===== config.mk =====
export PLATFORM = sky130hd
export DESIGN_NAME = ssc_sort_engine
export DESIGN_NICKNAME = d
export VERILOG_FILES = /design/src/rtl/ssc_pkg.sv /design/src/rtl/ssc_cmp.sv /design/src/rtl/ssc_sort_engine.sv
export SDC_FILE = /design/constraint.sdc
export NUM_CORES = 1
export LEC_CHECK = 0
export ABC_AREA = 1
export BUFFER_PORTS_ARGS = -buffer_cell sky130_fd_sc_hd__buf_2
export CELL_PAD_IN_SITES_DETAIL_PLACEMENT = 1
export CELL_PAD_IN_SITES_GLOBAL_PLACEMENT = 2
export CORE_MARGIN = 8
export CORE_UTILIZATION = 36
export CTS_CLUSTER_SIZE = 14
export DETAILED_ROUTE_END_ITERATION = 10
export PLACE_DENSITY_LB_ADDON = 0.1
export SYNTH_ARGS = -nofsm -noshare
export SYNTH_HDL_FRONTEND = slang
export SYNTH_SLANG_ARGS = --single-unit

===== constraint.sdc =====
create_clock -name clk -period 4.5 [get_ports clk]
set_clock_uncertainty 0.05 [all_clocks]
set_input_delay 0.9 -clock clk [delete_from_list [all_inputs] [get_ports clk]]
set_output_delay 0.9 -clock clk [all_outputs]
set_load 0.005 [all_outputs]

===== src/rtl/ssc_pkg.sv =====
// Shared FSM state type and default sizing for the selection-sort engine.
package ssc_pkg;

  localparam int SSC_DATA_W = 16;
  localparam int SSC_ADDR_W = 8;

  typedef enum logic [2:0] {
    IDLE   = 3'd0,
    LOAD   = 3'd1,
    SCAN   = 3'd2,
    DRAIN  = 3'd3,
    SWAP_A = 3'd4,
    SWAP_B = 3'd5,
    FIN    = 3'd6
  } ssc_state_t;

endpackage


===== src/rtl/ssc_cmp.sv =====
// Strict, direction-selectable unsigned comparison: better=1 when a should
// displace b as the running extreme (ties keep b, the first occurrence).
module ssc_cmp #(
  parameter int DATA_W = 16
) (
  input  logic [DATA_W-1:0] a,
  input  logic [DATA_W-1:0] b,
  input  logic              desc,
  output logic              better
);

  // Unsigned strict compare in the requested direction.
  always_comb begin
    if (desc) begin
      better = (a > b);
    end else begin
      better = (a < b);
    end
  end

endmodule


===== src/rtl/ssc_sort_engine.sv =====
// In-place selection sort over a single-port synchronous RAM; all outputs
// are registered and aligned with the state they belong to.
module ssc_sort_engine
  import ssc_pkg::*;
#(
  parameter int DATA_W = SSC_DATA_W,
  parameter int ADDR_W = SSC_ADDR_W
) (
  input  logic              clk,
  input  logic              rst,
  input  logic              start,
  input  logic [ADDR_W:0]   len,
  input  logic              desc,
  output logic              busy,
  output logic              done,
  output logic [ADDR_W-1:0] swap_cnt,
  output logic [ADDR_W-1:0] mem_addr,
  output logic              mem_we,
  output logic [DATA_W-1:0] mem_wdata,
  input  logic [DATA_W-1:0] mem_rdata
);

  localparam logic [ADDR_W:0] CAP = {1'b1, {ADDR_W{1'b0}}};
  localparam logic [ADDR_W:0] ONE = {{ADDR_W{1'b0}}, 1'b1};
  localparam logic [ADDR_W:0] TWO = {{(ADDR_W-1){1'b0}}, 2'b10};

  ssc_state_t        state_r, state_nxt;
  logic [ADDR_W:0]   n_r, n_nxt, i_r, i_nxt, j_r, j_nxt;
  logic [ADDR_W:0]   min_addr_r, min_addr_nxt, lag_addr_r;
  logic              lag_load_r, desc_r, desc_nxt;
  logic [DATA_W-1:0] min_r, min_nxt, temp_r, temp_nxt;
  logic [ADDR_W-1:0] swap_cnt_r, swap_cnt_nxt, addr_r, addr_nxt;
  logic              busy_r, busy_nxt, done_r, done_nxt, we_r, we_nxt;
  logic [DATA_W-1:0] wdata_r, wdata_nxt;

  logic [ADDR_W:0]   n_s, n_m1_s, n_m2_s, i_inc_s, j_inc_s;
  logic              better_s;

  assign n_s     = (len > CAP) ? CAP : len;
  assign n_m1_s  = n_r - ONE;
  assign n_m2_s  = n_r - TWO;
  assign i_inc_s = i_r + ONE;
  assign j_inc_s = j_r + ONE;

  ssc_cmp #(.DATA_W(DATA_W)) u_cmp (
    .a      (mem_rdata),
    .b      (min_r),
    .desc   (desc_r),
    .better (better_s)
  );

  // Next-state, datapath and next-output logic.
  always_comb begin
    state_nxt    = state_r;
    n_nxt        = n_r;
    desc_nxt     = desc_r;
    i_nxt        = i_r;
    j_nxt        = j_r;
    min_addr_nxt = min_addr_r;
    min_nxt      = min_r;
    temp_nxt     = temp_r;
    swap_cnt_nxt = swap_cnt_r;
    busy_nxt     = busy_r;
    done_nxt     = 1'b0;
    addr_nxt     = {ADDR_W{1'b0}};
    we_nxt       = 1'b0;
    wdata_nxt    = {DATA_W{1'b0}};

    // Read data lags its address by one cycle; the first word back is element i.
    if ((state_r == SCAN) || (state_r == DRAIN)) begin
      if (lag_load_r) begin
        temp_nxt = mem_rdata;
        min_nxt  = mem_rdata;
      end else if (better_s) begin
        min_nxt      = mem_rdata;
        min_addr_nxt = lag_addr_r;
      end else begin
        min_nxt = min_r;
      end
    end else begin
      min_nxt = min_r;
    end

    case (state_r)
      IDLE: begin
        if (start) begin
          n_nxt        = n_s;
          desc_nxt     = desc;
          swap_cnt_nxt = {ADDR_W{1'b0}};
          i_nxt        = {(ADDR_W+1){1'b0}};
          min_addr_nxt = {(ADDR_W+1){1'b0}};
          if (n_s >= TWO) begin
            state_nxt = LOAD;
            busy_nxt  = 1'b1;
          end else begin
            state_nxt = FIN;
            done_nxt  = 1'b1;
            busy_nxt  = 1'b0;
          end
        end else begin
          state_nxt = IDLE;
        end
      end
      LOAD: begin
        state_nxt = SCAN;
        j_nxt     = i_inc_s;
        addr_nxt  = i_inc_s[ADDR_W-1:0];
      end
      SCAN: begin
        if (j_r == n_m1_s) begin
          state_nxt = DRAIN;
        end else begin
          j_nxt    = j_inc_s;
          addr_nxt = j_inc_s[ADDR_W-1:0];
        end
      end
      DRAIN: begin
        // The final compare lands this cycle, so use the updated min_addr.
        state_nxt = SWAP_A;
        addr_nxt  = min_addr_nxt[ADDR_W-1:0];
        wdata_nxt = temp_r;
        we_nxt    = (min_addr_nxt != i_r);
      end
      SWAP_A: begin
        state_nxt = SWAP_B;
        addr_nxt  = i_r[ADDR_W-1:0];
        wdata_nxt = min_r;
        we_nxt    = (min_addr_r != i_r);
        if (min_addr_r != i_r) begin
          swap_cnt_nxt = swap_cnt_r + {{(ADDR_W-1){1'b0}}, 1'b1};
        end else begin
          swap_cnt_nxt = swap_cnt_r;
        end
      end
      SWAP_B: begin
        if (i_r == n_m2_s) begin
          state_nxt = FIN;
          done_nxt  = 1'b1;
          busy_nxt  = 1'b0;
        end else begin
          state_nxt    = LOAD;
          i_nxt        = i_inc_s;
          min_addr_nxt = i_inc_s;
          addr_nxt     = i_inc_s[ADDR_W-1:0];
        end
      end
      FIN: begin
        state_nxt = IDLE;
      end
      default: begin
        state_nxt = IDLE;
        busy_nxt  = 1'b0;
      end
    endcase
  end

  // State, datapath and output registers.
  always_ff @(posedge clk or posedge rst) begin
    if (rst) begin
      state_r    <= IDLE;
      n_r        <= {(ADDR_W+1){1'b0}};
      desc_r     <= 1'b0;
      i_r        <= {(ADDR_W+1){1'b0}};
      j_r        <= {(ADDR_W+1){1'b0}};
      min_addr_r <= {(ADDR_W+1){1'b0}};
      lag_addr_r <= {(ADDR_W+1){1'b0}};
      lag_load_r <= 1'b0;
      min_r      <= {DATA_W{1'b0}};
      temp_r     <= {DATA_W{1'b0}};
      swap_cnt_r <= {ADDR_W{1'b0}};
      busy_r     <= 1'b0;
      done_r     <= 1'b0;
      addr_r     <= {ADDR_W{1'b0}};
      we_r       <= 1'b0;
      wdata_r    <= {DATA_W{1'b0}};
    end else begin
      state_r    <= state_nxt;
      n_r        <= n_nxt;
      desc_r     <= desc_nxt;
      i_r        <= i_nxt;
      j_r        <= j_nxt;
      min_addr_r <= min_addr_nxt;
      lag_addr_r <= {1'b0, addr_r};
      lag_load_r <= (state_r == LOAD);
      min_r      <= min_nxt;
      temp_r     <= temp_nxt;
      swap_cnt_r <= swap_cnt_nxt;
      busy_r     <= busy_nxt;
      done_r     <= done_nxt;
      addr_r     <= addr_nxt;
      we_r       <= we_nxt;
      wdata_r    <= wdata_nxt;
    end
  end

  assign busy      = busy_r;
  assign done      = done_r;
  assign swap_cnt  = swap_cnt_r;
  assign mem_addr  = addr_r;
  assign mem_we    = we_r;
  assign mem_wdata = wdata_r;

endmodule


== Word level (Yosys, flattened, before mapping) ==
Index checks and enable logic that the tools add are counted.
Operators by class
  add/subtract/negate cells: 5
  multipliers: 0
  div/mod/pow operators: 0
  magnitude comparators: 4
  eq/ne operators: 16
  shifts and indexed selects: 0
  multiplexer cells: 36
  bitwise logic cells: 1
  reduce and logical (&&, ||, !) cells: 14
Operators with widths (count)
  two-way mux 9 bit: 9
  case mux 9 bit (2 select lines): 3
  case mux 8 bit (5 select lines): 1
  two-way mux 16 bit: 2
  two-way mux 8 bit: 4
  case mux 16 bit (2 select lines): 1
  adder 9 x 1 -> 9 bit, second input constant: 2
  == test 9 bit: 2
  != test 9 bit: 2
  case mux 3 bit (6 select lines): 1
  greater-than comparator 16 bit: 1
  less-than comparator 16 bit: 1
  case mux 8 bit (2 select lines): 1
  two-way mux 3 bit: 4
  != test 2 bit, second input constant: 5
  == test 3 bit, second input constant: 3
  greater-or-equal comparator 9 x 2 -> 1 bit, second input constant: 1
  greater-than comparator 9 bit, second input constant: 1
  AND reduction 3 bit: 3
  subtractor 9 x 1 -> 9 bit, second input constant: 1
  subtractor 9 x 2 -> 9 bit, second input constant: 1
  adder 8 x 1 -> 8 bit, second input constant: 1
  AND reduction 2 bit: 4
  nonzero test 2 bit: 4
  10 further kinds: 18
Storage, ports and cells
  register bits after elaboration: 116
  latch bits: 0
  memory bits (writable): 0
  bits in read-only memories: 0
  input port bits: 29
  output and inout bits: 35
  memories: 0

== Logic depth before layout (Yosys ltp) ==
  word-level depth: 7
  depth in mapped cells: 23
  gate-level depth less buffers: 23

== Hierarchy ==
Synthesis repeated with hierarchy kept, for this count alone.
Second synthesis, totals
  cells, all modules: 845
  area total of the unflattened synthesis: 6602.6 µm²
Modules (own cells, without submodules)
  ssc_sort_engine: instances 1, cells an instance 769, area each 6139.6 µm²
  ssc_cmp: instances 1, cells an instance 76, area each 462.9 µm²

== Worst setup path after synthesis ==
OpenSTA, ideal clock, no wires.
  path kind: input -> register
  start: input port mem_rdata[11]
  end: register we_r (netlist: mem_we)
  data arrival time: 2.550 ns
  path slack: 1.777 ns
  stages: 16
  buffers on the path: 1
  cell sequence: ha_1 > a21oi_1 > nand2_1 > a21oi_1 > nand2_1 > nand2_1 > nand4_1 > buf_2 > nand2_1 > nand2_1 > nand2_1 > nand4_1 > nor2_1 > nand2_1 > nand2_1 > nand2_1
Between the ends
  longest elaborated chain between the ends: 7
RTL lines
  from (decl): RTL line ssc_sort_engine.sv:20  | input logic [DATA_W-1:0] mem_rdata
  less-than comparator 16 bit or greater-than comparator 16 bit (tied branches): RTL line ssc_cmp.sv:17, ssc_cmp.sv:15
  two-way mux 1 bit *: RTL line ssc_cmp.sv:14  | if (desc) begin
  two-way mux 9 bit *: RTL line ssc_sort_engine.sv:74  | end else if (better_s) begin
  two-way mux 9 bit *: RTL line ssc_sort_engine.sv:71  | if (lag_load_r) begin
  two-way mux 9 bit *: RTL line ssc_sort_engine.sv:70  | if ((state_r == SCAN) || (state_r == DRAIN)) begin
  != test 9 bit *: RTL line ssc_sort_engine.sv:122  | we_nxt = (min_addr_nxt != i_r);
  case mux 1 bit (2 select lines) *: RTL line ssc_sort_engine.sv:84  | case (state_r)
  via we_nxt: RTL line ssc_sort_engine.sv:33  | logic busy_r, busy_nxt, done_r, done_nxt, we_r, we_nxt;
  to (signal assigned): RTL line ssc_sort_engine.sv:191  | we_r <= we_nxt;
  to (decl): RTL line ssc_sort_engine.sv:33
Mark *: on every way through the listed nets, which the timed path passes. The rest lies on a longest branch.
A chain may end at the register's enable or synchronous reset.

== Worst setup path in the final report ==
Ends and elaborated chain as after synthesis.

==> flow_metrics.py <==
metrics = {
    "yosys": {
        "synth_ff_type": "dfrtp_1",
        "yosysTopAreaCell": "dfrtp_1",
        "netlist_instances": 739,
        "synth_top_area_share_pct": 47.4,
        "syn_avg_cell_area_sq_um": 8.28,
        "synth_seq_area_share_pct": 47.4,
        "synth.area.top_cells": "dfrtp_1, nand2_1, inv_1, o21ai_0, ha_1",
        "yosysWarnings": 0,
        "syn_nets": 790,
        "synth_cell_types": 42,
        "syn-cell-area_sq_um": 6120,
        "postSynthRegisterBits": 116,
        "synth_edf_count": 0,
        "synthArstFlopShare_pct": 100,
    },
    "routing": {
        "viasPerCell": 5.07,
        "routedWlPerCell_um": 17.4,
        "routed_wl_mm": 18.1,
        "vias": 5260,
        "postRouteAntennaNets": 0,
        "drt_iter0_drc": 176,
        "first_pass_iters": 6,
        "drc_errors": 0,
    },
    "power": {
        "power_leakage_uw": 0.00362,
        "seqPwrFrac_pct": 31.6,
        "comb_power_share_pct": 41.8,
        "internal_power_uw": 2940,
        "clock_power_share_pct": 26.5,
        "sw_frac_of_total_pct": 41.6,
        "power.switching_uw": 2100,
        "irDropWorstVdd_uv": 292,
        "cellPowerDensity_nw_per_um2": 697,
    },
    "place": {
        "place_congestion": 0.794,
        "post-dp-hpwl_mm": 13.2,
        "dp_slack_ns": 0.816,
        "port_buffers": 63,
    },
    "run": {
        "max_cap_violations": 0,
    },
    "global_route": {
        "grt_use_total_pct": 17.6,
        "grt_pass1_vias": 5883,
        "grt_overflow": 0,
        "antenna_found_initial": 0,
        "grt_pass1_wl_mm": 30.1,
        "grt_max_degree": 117,
    },
    "cts": {
        "cts_setup_buffers": 0,
        "cts-resized-gates": 0,
        "cts_sinks": 116,
        "h-tree-depth": 4,
        "insertion_delay_ns": 0.42,
        "path_clk_slew_ns": 0.06,
        "cts_made_buffers": 17,
        "cts_tree": "done",
        "cts.hold.buffers_added": 0,
        "cts-root-buf": "clkbuf_16",
        "cts_buffer_depth": 2,
    },
    "worst_setup_path": {
        "crit_type": "input port to flop",
        "cp_cell_sequence": "buf_2, ha_1, a21oi_1, nand2_1, a21oi_1, nand2_1, nand2_1, nand4_1, inv_1, nand2_1, nand2_1, nand2_1, nand2_1, nand2_1, nor2_1, nand2_1, nand2_1, nand2_1",
        "cp_common_cell": "nand2_1",
        "crit_slowest_cell": "nand4_1",
        "startpoint_type": "input port",
        "crit_arrival_ns": 3.48,
        "worstPathMaxFanout": 15,
        "end_kind": "flop",
        "required_ns": 4.74,
        "crit_path_max_incr_delay_ns": 0.51,
    },
    "die": {
        "dieArea_sq_um": 21400,
        "io_pins": 64,
        "row_count": 47,
        "start_util_pct": 36.9,
        "core_area_sq_um": 16600,
        "fp.dieW_um": 146,
        "die-height_um": 146,
    },
    "sta": {
        "final-max-slew-violation-count": 0,
        "finalSetupTns_ns": 0,
        "slew_headroom_pct": 28.0,
        "whs_ns": 0.320,
        "worst_slew_pin_slew_ns": 1.08,
        "fin_crit_sh_pct": 72.0,
        "max_freq_mhz": 309,
        "setup_viol": 0,
        "hold_viol": 0,
        "layout_setup_ws_ns": 1.26,
        "rsz0062_at_grt": "false",
        "min_period_ns": 3.24,
    },
    "finish": {
        "syn2layout_area_growth_pct": 18.2,
        "mostFrequentLayoutCell": "nand2_1",
        "mostFrequentLayoutCells": "nand2_1, dfrtp_1, inv_1, o21ai_0, buf_2",
        "fin_util_pct": 43.6,
        "fin_nets": 856,
        "drive_above_1_share_pct": 14.5,
        "n_antenna_cell": 0,
    },
    "status": {
        "run_status": "finished, final reports clean",
    },
    "hold_path": {
        "hp-class": "flop to flop",
    },
}
registers in the layout, summed over array words and instances, names as in the netlist:
name        count
min_r          16
min_addr_r      9
state_r         3
lag_load_r      1
n_r             9
mem_wdata      16
j_r             9
done            1
mem_addr        8
temp_r         16
desc_r          1
lag_addr_r      8
busy            1
i_r             9
mem_we          1
swap_cnt        8
cells in the mapped netlist (6+ instances only):
master and number:
nand2_1 139, dfrtp_1 116, inv_1 111, o21ai_0 63
nor2_1 56, nand3_1 42, a21oi_1 32, xor2_1 27
ha_1 22, nand4_1 17, o22ai_1 17, xnor2_1 14
nor3_1 13, clkbuf_1 12, o21ai_1 11, o21ai_2 6
path summary, 6_finish.rpt:
kind / start / end / slack, ns / cells past startpoint
min in group asynchronous: rst / mem_addr[5] / 0.59 / 3
max: mem_rdata[11] / mem_we / 1.26 / 18
max reg2reg: min_r[11] / mem_we / 1.47 / 18
min: mem_addr[6] / lag_addr_r[6] / 0.32 / 0
min reg2reg: mem_addr[6] / lag_addr_r[6] / 0.32 / 0
max in group asynchronous: rst / lag_addr_r[3] / 3.31 / 3
worst max-delay path: cells and delay by family:
kind                       cells  cell delay, ns
AOI/OAI and AO/OA              2            0.41
adders and majority gates      1            0.32
buffers and inverters          2            0.43
and+or+nand+nor               13            1.42
layout make-up:
class | instances | area [sq um]
Timing Repair Buffer | 67 | 358
Clock inverter | 12 | 130
Fill cell | 2046 | 9350
Multi-Input combinational cell | 491 | 2700
Clock buffer | 20 | 447
Inverter | 112 | 423
Sequential cell | 116 | 2900
Tap cell | 220 | 275
cell families (layout without fill, tap and decap cells):
group,count (synthesis),after routing,share of synthesized area [%]
AOI/OAI and AO/OA,143,143,13.0
muxes,1,1,0.184
buffers and inverters,132,211,8.44
DFF,116,116,47.4
xor gates and xnor gates,41,41,5.87
adders and majority gates,22,22,4.50
and+or+nand+nor,284,284,20.6
routing by layer:
layer  up-vias  share of wire (%)  GRT usage, %
met5         -                  0             0
met4         0                1.4          5.72
met3        20                2.5          3.62
met2        61                 52          31.2
met1      2632                 44          20.9
li1       2547                  -             -
stage by stage:
| stage | instances | cell area (sq um) | total power [uW] |
|---|---|---|---|
| 2_1_floorplan | 739 | 6120 | 3120 |
| 3_3_place_gp | 1006 | 6660 | 3660 |
| 3_5_place_dp | 1006 | 6660 | 3750 |
| 4_1_cts | 1038 | 7240 | 5110 |
| 5_1_grt | 1038 | 7240 | 5460 |
| 6_report | 1038 | 7240 | 5050 |
power groups by stage:
stage | combinational, uW | clock, uW | sequential (uW)
after floorplan | 1560 | 0 | 1560
after global placement | 2060 | 0 | 1600
after detailed placement | 2130 | 0 | 1610
after CTS | 2150 | 1360 | 1600
after global routing | 2420 | 1410 | 1640
final | 2110 | 1340 | 1600
Power figures use the tool's default switching activity.
